`src/rtl/ap_mult_pkg.sv`:
```
// Shared types, default compressor tables and the column-index helper
// for the approximate LUT multiplier.
package ap_mult_pkg;

    localparam int LUT_W = 16;

    typedef logic [LUT_W-1:0] lut_t;

    localparam lut_t LUT_OR   = 16'hFFFE;
    localparam lut_t LUT_AND  = 16'h8000;
    localparam lut_t LUT_XOR  = 16'h6996;
    localparam lut_t LUT_ZERO = 16'h0000;

    // Column c bits ordered i = 0..c; bit k of the index is pp[c-k][k],
    // so pp[c][0] lands in the LSB. Unused upper bits stay zero.
    function automatic logic [3:0] apx_col_index(
        input logic [15:0] a,
        input logic [15:0] b,
        input int          c
    );
        logic [3:0] idx;
        idx = '0;
        for (int k = 0; k < 4; k++) begin
            if (k <= c) begin
                idx[k] = a[4'(c - k)] & b[4'(k)];
            end
        end
        return idx;
    endfunction

endpackage

```
`src/rtl/ap_mult_lut_pipe_com_lut4.sv`:
```
// Programmable 4-input approximate compressor: one table bit per pattern.
// Ports: lut (truth table), idx (input pattern), y (selected output bit).
module ap_com_lut4
    import ap_mult_pkg::*;
(
    input  lut_t       lut,
    input  logic [3:0] idx,
    output logic       y
);

    assign y = lut[idx];

endmodule

```
`src/rtl/ap_mult_lut_pipe.sv`:
```
// Two-stage unsigned approximate multiplier; low columns via LUTs.
// Ports: in_* operand handshake, out_* product handshake, cfg_* LUT write.
module ap_mult_lut_pipe
    import ap_mult_pkg::*;
#(
    parameter int          W        = 12,
    parameter int          APX_COLS = 4,
    parameter logic [15:0] LUT_RST  = 16'hFFFE
) (
    input  logic           clk,
    input  logic           rst_n,
    input  logic           in_valid,
    output logic           in_ready,
    input  logic [W-1:0]   in_a,
    input  logic [W-1:0]   in_b,
    input  logic           in_exact,
    output logic           out_valid,
    input  logic           out_ready,
    output logic [2*W-1:0] out_p,
    input  logic           cfg_valid,
    output logic           cfg_ready,
    input  logic [1:0]     cfg_idx,
    input  logic [15:0]    cfg_lut
);

    logic           v0;
    logic           e0;
    logic [W-1:0]   a0;
    logic [W-1:0]   b0;
    lut_t           lut_q [APX_COLS];
    logic [APX_COLS-1:0] col_bit;
    logic [2*W-1:0] p_exact;
    logic [2*W-1:0] p_apx;
    logic [2*W-1:0] p_next;
    logic           adv;
    logic           accept;
    logic           cfg_fire;

    assign adv       = !out_valid || out_ready;
    // Config wins over operands so a pending write can drain the pipe.
    assign in_ready  = adv && !cfg_valid;
    assign accept    = in_valid && in_ready;
    assign cfg_ready = !v0 && !out_valid;
    assign cfg_fire  = cfg_valid && cfg_ready;

    for (genvar c = 0; c < APX_COLS; c++) begin : g_col
        ap_com_lut4 u_lut (
            .lut (lut_q[c]),
            .idx (apx_col_index(16'(a0), 16'(b0), c)),
            .y   (col_bit[c])
        );
    end

    always_comb begin
        logic [2*W-1:0] pp;
        pp      = '0;
        p_exact = '0;
        p_apx   = '0;
        for (int i = 0; i < W; i++) begin
            for (int j = 0; j < W; j++) begin
                pp      = {{(2*W-1){1'b0}}, a0[i] & b0[j]};
                p_exact = p_exact + (pp << (i + j));
                if (i + j >= APX_COLS) begin
                    p_apx = p_apx + (pp << (i + j));
                end
            end
        end
        for (int c = 0; c < APX_COLS; c++) begin
            p_apx = p_apx + ({{(2*W-1){1'b0}}, col_bit[c]} << c);
        end
        p_next = e0 ? p_exact : p_apx;
    end

    always_ff @(posedge clk or negedge rst_n) begin
        if (!rst_n) begin
            v0 <= 1'b0;
            e0 <= 1'b0;
            a0 <= '0;
            b0 <= '0;
        end else if (adv) begin
            v0 <= accept;
            if (accept) begin
                a0 <= in_a;
                b0 <= in_b;
                e0 <= in_exact;
            end
        end
    end

    always_ff @(posedge clk or negedge rst_n) begin
        if (!rst_n) begin
            out_valid <= 1'b0;
            out_p     <= '0;
        end else if (adv) begin
            out_valid <= v0;
            if (v0) begin
                out_p <= p_next;
            end
        end
    end

    // Writes only land with both stages empty, so no in-flight
    // transaction ever sees a table change.
    always_ff @(posedge clk or negedge rst_n) begin
        if (!rst_n) begin
            for (int c = 0; c < APX_COLS; c++) begin
                lut_q[c] <= LUT_RST;
            end
        end else if (cfg_fire) begin
            for (int c = 0; c < APX_COLS; c++) begin
                if (cfg_idx == 2'(c)) begin
                    lut_q[c] <= cfg_lut;
                end
            end
        end
    end

endmodule
```
`config.mk`:
```
export PLATFORM = sky130hd
export DESIGN_NAME = ap_mult_lut_pipe
export DESIGN_NICKNAME = d
export VERILOG_FILES = /design/src/rtl/ap_mult_pkg.sv /design/src/rtl/ap_mult_lut_pipe_com_lut4.sv /design/src/rtl/ap_mult_lut_pipe.sv
export SDC_FILE = /design/constraint.sdc
export NUM_CORES = 1
export LEC_CHECK = 0
export ABC_AREA = 0
export BUFFER_PORTS_ARGS = -buffer_cell sky130_fd_sc_hd__buf_2
export CAP_MARGIN = 10
export CORE_MARGIN = 8
export CORE_UTILIZATION = 56
export CTS_CLUSTER_DIAMETER = 200
export CTS_CLUSTER_SIZE = 24
export DETAILED_ROUTE_END_ITERATION = 10
export PLACE_DENSITY = 0.76
export SLEW_MARGIN = 20
export SYNTH_ARGS = -nofsm -noshare
export SYNTH_HDL_FRONTEND = slang
export SYNTH_SLANG_ARGS = --single-unit
```
`constraint.sdc`:
```
create_clock -name clk -period 6.5 [get_ports clk]
set_input_delay 0.975 -clock clk [delete_from_list [all_inputs] [get_ports clk]]
set_output_delay 0.975 -clock clk [all_outputs]
set_load 0.05 [all_outputs]
```
==> Word level (Yosys, flattened, before mapping) <==
Index checks and enable logic that the tools add are counted.
{ "op_classes": {"n_eq_ne": 3, "order_cmp": 4, "mux": 9, "reduce_logical": 15, "n_addsub": 280, "bitwise_logic": 144} }
{ "op_table": {"columns": ["cell", "count"], "rows": [
  ["adder 24 x 13 -> 24 bit", 21],
  ["adder 24 x 12 -> 24 bit", 20],
  ["adder 24 x 14 -> 24 bit", 20],
  ["adder 24 x 11 -> 24 bit", 18],
  ["adder 24 x 15 -> 24 bit", 18],
  ["adder 24 x 10 -> 24 bit", 16],
  ["adder 24 x 16 -> 24 bit", 16],
  ["adder 24 x 17 -> 24 bit", 14],
  ["adder 24 x 9 -> 24 bit", 14],
  ["adder 24 x 18 -> 24 bit", 12],
  ["adder 24 x 8 -> 24 bit", 12],
  ["adder 24 x 19 -> 24 bit", 10],
  ["adder 24 x 7 -> 24 bit", 10],
  ["adder 24 x 20 -> 24 bit", 8],
  ["adder 24 x 6 -> 24 bit", 7],
  ["adder 24 x 21 -> 24 bit", 6],
  ["AND 1 bit", 144],
  ["adder 24 x 5 -> 24 bit", 5],
  ["adder 24 x 22 -> 24 bit", 4],
  ["adder 24 x 4 -> 24 bit", 3],
  ["adder 24 x 23 -> 24 bit", 2],
  ["adder 24 x 3 -> 24 bit", 2],
  ["adder 12 x 12 -> 13 bit", 2],
  ["adder 11 x 11 -> 12 bit", 2],
  ["other kinds (50)", 69]
]} }
{ "totals": {"reg_bits": 81, "wordCells": 465, "out_inout_bits": 27} }

==> Logic depth before layout (Yosys ltp) <==
Gate-level depths: netlist of run 1.
{ "logic_depth": {"depth_word": 145, "ltp_mapped": 19, "mapped_depth_nobuf": 18} }

==> By module <==
A second synthesis of run 1 with hierarchy kept.
{ "unflattened": {"cells_unflattened": 857, "area_unflattened_um2": 9685.5} }
{ "by_module_without_submodules": {"columns": ["mod", "seq_area_each_um2", "cells_per_inst", "area_each_um2", "instances"], "rows": [
  ["ap_mult_lut_pipe", 2952.8, 829, 9145.0, 1],
  ["ap_com_lut4", 0.0, 7, 135.1, 4]
]} }

==> Least setup slack after synthesis of run 1 <==
OpenSTA, ideal clock, no wires.
{ "synth_timing": {"kind": "flip-flop to flip-flop", "from": "reg b0[9]", "to": "reg out_p[21]", "path_buffers": 1, "stages_incl_launch_ff": 18, "synth_period_minus_slack_ns": 4.995, "path_slack_ns": 1.505, "arrival_time_ns": 4.865, "required_ns": 6.370, "setup_time_ns": 0.130, "path_cell_list": "dfrtp_1 -> clkbuf_1 -> nand2_1 -> fa_1 -> inv_1 -> fa_1 -> fa_1 -> fa_1 -> inv_1 -> fa_1 -> inv_1 -> ha_1 -> a21o_1 -> a21oi_2 -> a21bo_4 -> a221oi_2 -> xor2_1 -> o21ai_1"} }
{ "synth_via": {"elab_chain_len": 137, "word_cells_on_any_way": 281, "classes_between": "add/sub (268); mux (1); bitwise (12)"} }
{ "synth_lines": {"columns": ["element", "line", "source"], "rows": [
  ["from (decl)", "ap_mult_lut_pipe.sv:29", "logic [W-1:0] b0;"],
  ["from (signal assigned)", "ap_mult_lut_pipe.sv:84", "b0 <= in_b;"],
  ["AND 1 bit", "ap_mult_lut_pipe.sv:61", "pp = {{(2*W-1){1'b0}}, a0[i] & b0[j]};"],
  ["adder 10 x 10 -> 11 bit", "ap_mult_lut_pipe.sv:62", "p_exact = p_exact + (pp << (i + j));"],
  ["adder 11 x 11 -> 12 bit", "ap_mult_lut_pipe.sv:62", null],
  ["adder 12 x 12 -> 13 bit", "ap_mult_lut_pipe.sv:62", null],
  ["adder 13 x 2 -> 14 bit", "ap_mult_lut_pipe.sv:62", null],
  ["adder 14 x 3 -> 15 bit", "ap_mult_lut_pipe.sv:62", null],
  ["adder 15 x 4 -> 16 bit", "ap_mult_lut_pipe.sv:62", null],
  ["adder 16 x 5 -> 17 bit", "ap_mult_lut_pipe.sv:62", null],
  ["[... 121 more ...]", null, null],
  ["adder 24 x 17 -> 24 bit", "ap_mult_lut_pipe.sv:62", null],
  ["adder 24 x 18 -> 24 bit", "ap_mult_lut_pipe.sv:62", null],
  ["adder 24 x 19 -> 24 bit", "ap_mult_lut_pipe.sv:62", null],
  ["adder 24 x 20 -> 24 bit", "ap_mult_lut_pipe.sv:62", null],
  ["adder 24 x 21 -> 24 bit", "ap_mult_lut_pipe.sv:62", null],
  ["adder 24 x 22 -> 24 bit", "ap_mult_lut_pipe.sv:62", null],
  ["adder 24 x 23 -> 24 bit", "ap_mult_lut_pipe.sv:62", null],
  ["2-to-1 mux 24 bit (*)", "ap_mult_lut_pipe.sv:71", "p_next = e0 ? p_exact : p_apx;"],
  ["to (signal assigned)", "ap_mult_lut_pipe.sv:97", "out_p <= p_next;"],
  ["to (decl)", "ap_mult_lut_pipe.sv:19", "output logic [2*W-1:0] out_p,"]
]} }
Mark *: on every way between the ends. The rest lies on a longest branch, timed or not.
A chain may end at the register's enable or synchronous reset.

==> Worst setup path after layout of run 1 <==
{ "layout_timing": {"from": "reg a0[6]", "to": "reg out_p[22]"} }
{ "layout_via": {"elab_chain_len": 78, "word_cells_on_any_way": 161, "classes_between": "add/sub (148); mux (1); bitwise (12)"} }
{ "layout_lines": {"columns": ["element", "line", "source"], "rows": [
  ["from (decl)", "ap_mult_lut_pipe.sv:28", "logic [W-1:0] a0;"],
  ["from (signal assigned)", "ap_mult_lut_pipe.sv:83", "a0 <= in_a;"],
  ["AND 1 bit", "ap_mult_lut_pipe.sv:61", null],
  ["adder 24 x 7 -> 24 bit", "ap_mult_lut_pipe.sv:64", "p_apx = p_apx + (pp << (i + j));"],
  ["adder 24 x 8 -> 24 bit", "ap_mult_lut_pipe.sv:64", null],
  ["adder 24 x 9 -> 24 bit", "ap_mult_lut_pipe.sv:64", null],
  ["adder 24 x 10 -> 24 bit", "ap_mult_lut_pipe.sv:64", null],
  ["adder 24 x 11 -> 24 bit", "ap_mult_lut_pipe.sv:64", null],
  ["adder 24 x 12 -> 24 bit", "ap_mult_lut_pipe.sv:64", null],
  ["adder 24 x 13 -> 24 bit", "ap_mult_lut_pipe.sv:64", null],
  ["[... 62 more ...]", null, null],
  ["adder 24 x 21 -> 24 bit", "ap_mult_lut_pipe.sv:64", null],
  ["adder 24 x 22 -> 24 bit", "ap_mult_lut_pipe.sv:64", null],
  ["adder 24 x 23 -> 24 bit", "ap_mult_lut_pipe.sv:64", null],
  ["adder 24 x 1 -> 24 bit", "ap_mult_lut_pipe.sv:69", "p_apx = p_apx + ({{(2*W-1){1'b0}}, col_bit[c]} << c);"],
  ["adder 24 x 2 -> 24 bit", "ap_mult_lut_pipe.sv:69", null],
  ["adder 24 x 3 -> 24 bit", "ap_mult_lut_pipe.sv:69", null],
  ["adder 24 x 4 -> 24 bit", "ap_mult_lut_pipe.sv:69", null],
  ["2-to-1 mux 24 bit (*)", "ap_mult_lut_pipe.sv:71", null]
]} }
Marked as above.

==> summary.txt, run 1 <==
Outcome
  – Status: finished clean

Logic synthesis
  – Ys flop type: dfrtp_1
  – Syn nets: 993
  – Synth Instances: 780
  – Synth unique cells: 60
  – Top cells by area, synth: fa_1 26%, dfrtp_1 17%, ha_1 9.4%
  – Leading area contributor after synthesis: fa_1
  – Post-synth EDFFs: 0
  – Avg Inst Size Synth: 10.4 um2
  – FFs w/ async S/R, synth: 100%
  – Synthesized cell area: 0.00810 mm2
  – Yosys reg bits: 81
  – Sequential fraction of the synthesis area: 25.4%
  – Syn. warnings: 0
  – Area share of the largest cell type after synthesis: 25.7%

Detailed routing
  – DR pass1 iterations: 5
  – Initial DRC count: 322
  – Drt wl/cell: 18.1 um
  – Antenna-violating nets left: 0
  – Drc violations: 0
  – Aggregate routed wire length: 18400 um
  – Via count: 5727
  – Vias/cell: 5.63

Floorplan
  – Die Y-Extent: 136 um
  – Core area: 0.0143 mm2
  – Die X: 136 um
  – Initial Util: 56.6%
  – Number of cell rows: 44
  – Ports: 75
  – Die Footprint: 0.0186 mm2

Global route
  – GRT Max-Usage Layer: met2
  – GRT Residual Overflow: 0
  – Met2 usage: 36.1%
  – Pin count of the biggest net entering global routing: 82
  – Met3 global-route usage: 3.95%
  – Vias in the first global route: 6188
  – Total GRT Usage: 21.7%
  – Antenna violations before repair: 0
  – GR Util met1: 28.1%
  – First-pass GRT wire length: 31500 um

Final layout
  – Fill cell count: 1180
  – Share of cells above drive strength 1: 23.3%
  – Register area: 0.00206 mm2
  – Multi-input logic area: 0.00547 mm2
  – Layout net count: 1042
  – Area growth syn-to-layout: 9.65%
  – ANT cells: 0

Critical path
  – CP max stage cell: dfrtp_1
  – CP most frequent cell: fa_1
  – Crit. End Element: flip-flop
  – CP Data Arrival Time: 5.65 ns
  – Startpoint Class: flip-flop
  – Worst path required time: 6.74 ns
  – Crit Path Class: flip-flop to flip-flop
  – CP Max Fanout: 13
  – Max incr delay on CP: 0.58 ns
  – CP cell instances: and2_1, fa_1, fa_1, fa_1, fa_1, inv_1, fa_1, inv_1, ha_1, and3_4, nor2b_4, a221oi_2, o21ai_2, o21ai_1, or3b_1

Clock tree
  – TritonCTS buffer count: 9
  – Setup bufs post-CTS: 0
  – Maximum root-to-sink buffer count: 2
  – Hold buffers post-CTS: 0
  – Clk slew on worst S/H paths: 0.07 ns
  – Clock sinks: 81
  – CTS resizes: 0
  – Clock Latency Late Sink: 0.36 ns
  – CTS H-tree depth: 3
  – Clock root cell: clkbuf_16
  – CTS tree: built

Run
  – Max Cap Viol: 0

Timing
  – Worst-Margin Slew: 0.856 ns
  – Final Max Slew Viols: 0
  – Minimum clock period after layout: 5.41 ns
  – Fmax: 0.185 GHz
  – Final Cycle Share: 83.2%
  – Clock Skews: 0.0110 ns
  – Setup TNS: 0 ns
  – Relative slew slack: 42.8%
  – Final Hold Viols: 0
  – Unrepaired setup endpoints after global routing: false
  – Setup violators final: 0

Placement
  – Hpwl dp: 14100 um
  – Port-buffer cells: 74
  – RePlAce Congestion: 0.869

Min path
  – Hold Path Class: flip-flop to flip-flop
==> flip-flops by register name (all words and copies together) (netlist names) <==
name	flops
a0	12
e0	1
lut_q	30
b0	12
out_valid	1
out_p	24
v0	1
==> cell usage in the layout (no fill, tap or decap), types with 2 or more instances in the layout <==
cell type	instances
xnor2_1	9
o22ai_1	2
dfrtp_1	55
a31oi_1	2
nand3_1	7
mux2i_1	5
o21ai_0	21
inv_8	3
o211ai_1	2
inv_1	110
nor2_1	8
buf_2	73
dfstp_2	26
nand2b_1	4
xor2_1	5
and3_1	3
a21o_1	8
fa_1	104
buf_4	2
clkbuf_16	10
mux4_2	7
nand4_1	2
a21oi_1	19
nand2_1	110
and2_1	77
a221oi_2	2
ha_1	61
nor3_1	3
o21ai_1	5
a211o_1	2
mux2_2	54
==> area by class of cell <==
class                   count  area share, %
multi-input cells         551           61.6
well taps                 184           2.59
clock inverters             6          0.760
inverters                 110           4.65
flip-flops and latches     81           23.2
clock buffers              10           2.82
repair buffers             76           4.41
==> critical path, delay by kind of cell, from the launching register on <==
family | cells | cell delay (ns)
simple gates | 4 | 0.99
compound gates | 3 | 0.55
buf+inv | 2 | 0.09
flops | 1 | 0.58
fa+ha+maj | 6 | 3.07
==> stage by stage <==
step | hold WS [ns] | std cells | setup WS, ns | utilization, % | cell area [um2]
2_1_floorplan | 0.474 | 780 | 1.51 | - | 8100
5_1_grt | 0.500 | 1018 | 0.882 | 62.1 | 8880
4_1_cts | 0.484 | 1018 | 1.09 | 62.0 | 8880
3_5_place_dp | 0.466 | 1002 | 1.14 | 59.8 | 8560
6_report | 0.477 | 1018 | 1.09 | 62.1 | 8880
3_3_place_gp | 0.457 | 1002 | 1.17 | 59.8 | 8560
==> metal layers <==
metal	share of wire, %	vias to the layer above
li1	-	2600
met5	0	-
met4	1.9	0
met2	51	169
met3	5.2	28
met1	42	2930
==> cell families (layout without fill, tap and decap cells) <==
| logic type | Yosys count | in the layout | synth area share (%) |
|---|---|---|---|
| buf+inv | 148 | 202 | 7.04 |
| mux | 66 | 66 | 10.1 |
| simple gates | 224 | 224 | 13.8 |
| fa+ha+maj | 165 | 165 | 35.1 |
| compound gates | 82 | 82 | 7.03 |
| flops | 81 | 81 | 25.4 |
| xor+xnor | 14 | 14 | 1.51 |
==> final timing paths <==
kind	from	endpoint	slack [ns]	depth (start not counted)
worst min-delay path	out_p[7]$_DFFE_PN0P_	out_p[7]$_DFFE_PN0P_	0.48	2
max in group asynchronous	rst_n	b0[4]$_DFFE_PN0P_	5.33	1
worst max-delay path	a0[6]$_DFFE_PN0P_	out_p[22]$_DFFE_PN0P_	1.09	15
worst max register to register	a0[6]$_DFFE_PN0P_	out_p[22]$_DFFE_PN0P_	1.09	15
min in group asynchronous	rst_n	v0$_DFFE_PN0N_	0.65	1
worst min register to register	out_p[7]$_DFFE_PN0P_	out_p[7]$_DFFE_PN0P_	0.48	2
==> Yosys cell counts (3+ instances only) <==
cell and number:
a21o_1 8, a21oi_1 19, and2_1 77, and3_1 3
buf_2 6, clkbuf_1 30, dfrtp_1 55, dfstp_2 26
fa_1 104, ha_1 61, inv_1 110, mux2_2 54
mux2i_1 5, mux4_2 7, nand2_1 110, nand2b_1 4
nand3_1 7, nor2_1 8, nor3_1 3, o21ai_0 21
o21ai_1 5, xnor2_1 9, xor2_1 5
Power of run 1 is not shown: default switching activity piles up to over one toggle a cycle in this logic, so the estimate is an artifact.
==> run 2: changes to the inputs <==
==> constraint.sdc (replaced) <==
create_clock -name clk -period 5.45 [get_ports clk]
set_input_delay 0.8175 -clock clk [delete_from_list [all_inputs] [get_ports clk]]
set_output_delay 0.8175 -clock clk [all_outputs]
set_load 0.05 [all_outputs]
==> summary.txt, run 2 (same netlist as run 1, synthesis figures left out) <==
Clock tree
  – CTS H-tree depth: 3
  – Clock Latency Late Sink: 0.36 ns
  – Clock sinks: 81
  – TritonCTS buffer count: 9
  – CTS tree: built
  – Setup bufs post-CTS: 0
  – Clk slew on worst S/H paths: 0.07 ns
  – Clock root cell: clkbuf_16
  – Maximum root-to-sink buffer count: 2

Final layout
  – Biggest register: lut_q
  – Final core occ: 62.9%
  – Final instance area: 0.00900 mm2
  – Most frequent cells in the layout: 110 x inv_1, 109 x nand2_1, 104 x fa_1, 77 x and2_1, 73 x buf_2
  – Register area: 0.00207 mm2
  – Fill cell count: 1180
  – Share of cells above drive strength 1: 26.1%
  – Max reg flops: 30
  – Largest regs: lut_q: 30 flops, out_p: 24 flops
  – Most common cell after layout, fill and taps aside: inv_1
  – Multi-input logic area: 0.00548 mm2
  – Area growth syn-to-layout: 11.1%
  – ANT cells: 0
  – Layout net count: 1057

Critical path
  – Reg2reg end: out_p[21]$_DFFE_PN0P_
  – Reg-to-Reg Start: a0[8]$_DFFE_PN0P_
  – Worst path required time: 5.68 ns
  – CP Max Fanout: 13
  – Crit. End Element: flip-flop
  – R2R setup slack: 0.18 ns
  – Worst Setup EP: out_p[21]$_DFFE_PN0P_
  – Setup crit start: a0[8]$_DFFE_PN0P_
  – Crit Path Class: flip-flop to flip-flop
  – CP Data Arrival Time: 5.50 ns
  – Reg2reg path depth: 15
  – Startpoint Class: flip-flop

Floorplan
  – Die X: 136 um
  – Initial Util: 56.6%
  – Ports: 75
  – Die Y-Extent: 136 um
  – Die Footprint: 0.0186 mm2
  – Number of cell rows: 44
  – Core area: 0.0143 mm2

Timing
  – Clock Skews: 0.00974 ns
  – Setup violators final: 0
  – Minimum clock period after layout: 5.27 ns
  – Final Cycle Share: 96.7%
  – Final worst slack: 0.180 ns
  – Setup TNS: 0 ns
  – Final Hold Viols: 0
  – Unrepaired setup endpoints after global routing: false
  – Fmax: 0.190 GHz
  – Relative slew slack: 40.8%
  – Final Max Slew Viols: 0
  – Worst-Margin Slew: 0.885 ns

Detailed routing
  – Initial DRC count: 350
  – Vias/cell: 5.61
  – Antenna-violating nets left: 0
  – Via count: 5800
  – Drc violations: 0
  – DR pass1 iterations: 5
  – Drt wl/cell: 18.1 um
  – Aggregate routed wire length: 18600 um

Global route
  – Pin count of the biggest net entering global routing: 82
  – First-pass GRT wire length: 31400 um
  – Total GRT Usage: 21.7%
  – GRT Residual Overflow: 0
  – Vias in the first global route: 6131
  – Antenna violations before repair: 0

Placement
  – Dpl cell area: 0.00868 mm2
  – Port-buffer cells: 74
  – Hpwl dp: 14500 um
  – RePlAce Congestion: 0.873
  – Pre-CTS setup slack: 0.0899 ns

Run
  – Max Cap Viol: 0

Min path
  – Hold Path Class: flip-flop to flip-flop

Outcome
  – Status: finished clean
[run 2: changes by cell type in the layout (fill, tap and decap cells not counted), sizes merged]
cell and delta:
inv -1, clkinvlp +1, buf +15, clkbuf +1
clkinv -1
[run 2: cell type report]
| type | count | share of cell area (%) |
|---|---|---|
| Inverter | 110 | 4.59 |
| Timing Repair Buffer | 91 | 5.60 |
| Sequential cell | 81 | 23.0 |
| Clock buffer | 11 | 2.81 |
| Clock inverter | 5 | 0.501 |
| Multi-Input combinational cell | 551 | 60.9 |
| Tap cell | 184 | 2.56 |
[run 2: critical path, cell delays in order (launching register included)]
cell,delay [ns]
dfrtp_2,0.53
and2_1,0.21
fa_1,0.52
fa_1,0.52
fa_1,0.53
fa_1,0.55
inv_1,0.06
fa_1,0.53
inv_1,0.04
ha_1,0.36
a21o_1,0.24
a21oi_2,0.24
a21bo_4,0.28
a221oi_2,0.28
xor2_1,0.19
o21ai_1,0.07
[run 2: through the flow]
step                      hold slack [ns]  instances
final                               0.473       1033
after global routing                0.508       1033
after CTS                           0.482       1033
after detailed placement            0.468       1017
after global placement              0.458       1017
after floorplan                     0.474        780
[run 2: metal layers]
metal  global-route usage [%]  share of wire (%)  vias up
li1                         -                  -     2623
met1                     28.3                 42     2965
met2                     35.2                 49      182
met3                     4.40                6.3       30
met4                     7.93                2.3        0
met5                        0                  0        -
[run 2: timing repair]
item,CTS,global route
setup endpoints to repair,0,5
gates resized for setup,0,14
hold buffers,0,0
[run 2: how the worst min path moves through the flow]
stage	start	to	slack [ns]	cells after the start
floorplan	lut_q[16]$_DFFE_PN0P_	lut_q[16]$_DFFE_PN0P_	0.47	1
global placement	out_p[4]$_DFFE_PN0P_	out_p[4]$_DFFE_PN0P_	0.46	2
detailed placement	out_p[11]$_DFFE_PN0P_	out_p[11]$_DFFE_PN0P_	0.47	2
CTS	out_p[7]$_DFFE_PN0P_	out_p[7]$_DFFE_PN0P_	0.48	2
global route	out_p[12]$_DFFE_PN0P_	out_p[12]$_DFFE_PN0P_	0.51	2
finish	out_p[7]$_DFFE_PN0P_	out_p[7]$_DFFE_PN0P_	0.47	2
Power of run 2 is left out for the same reason.
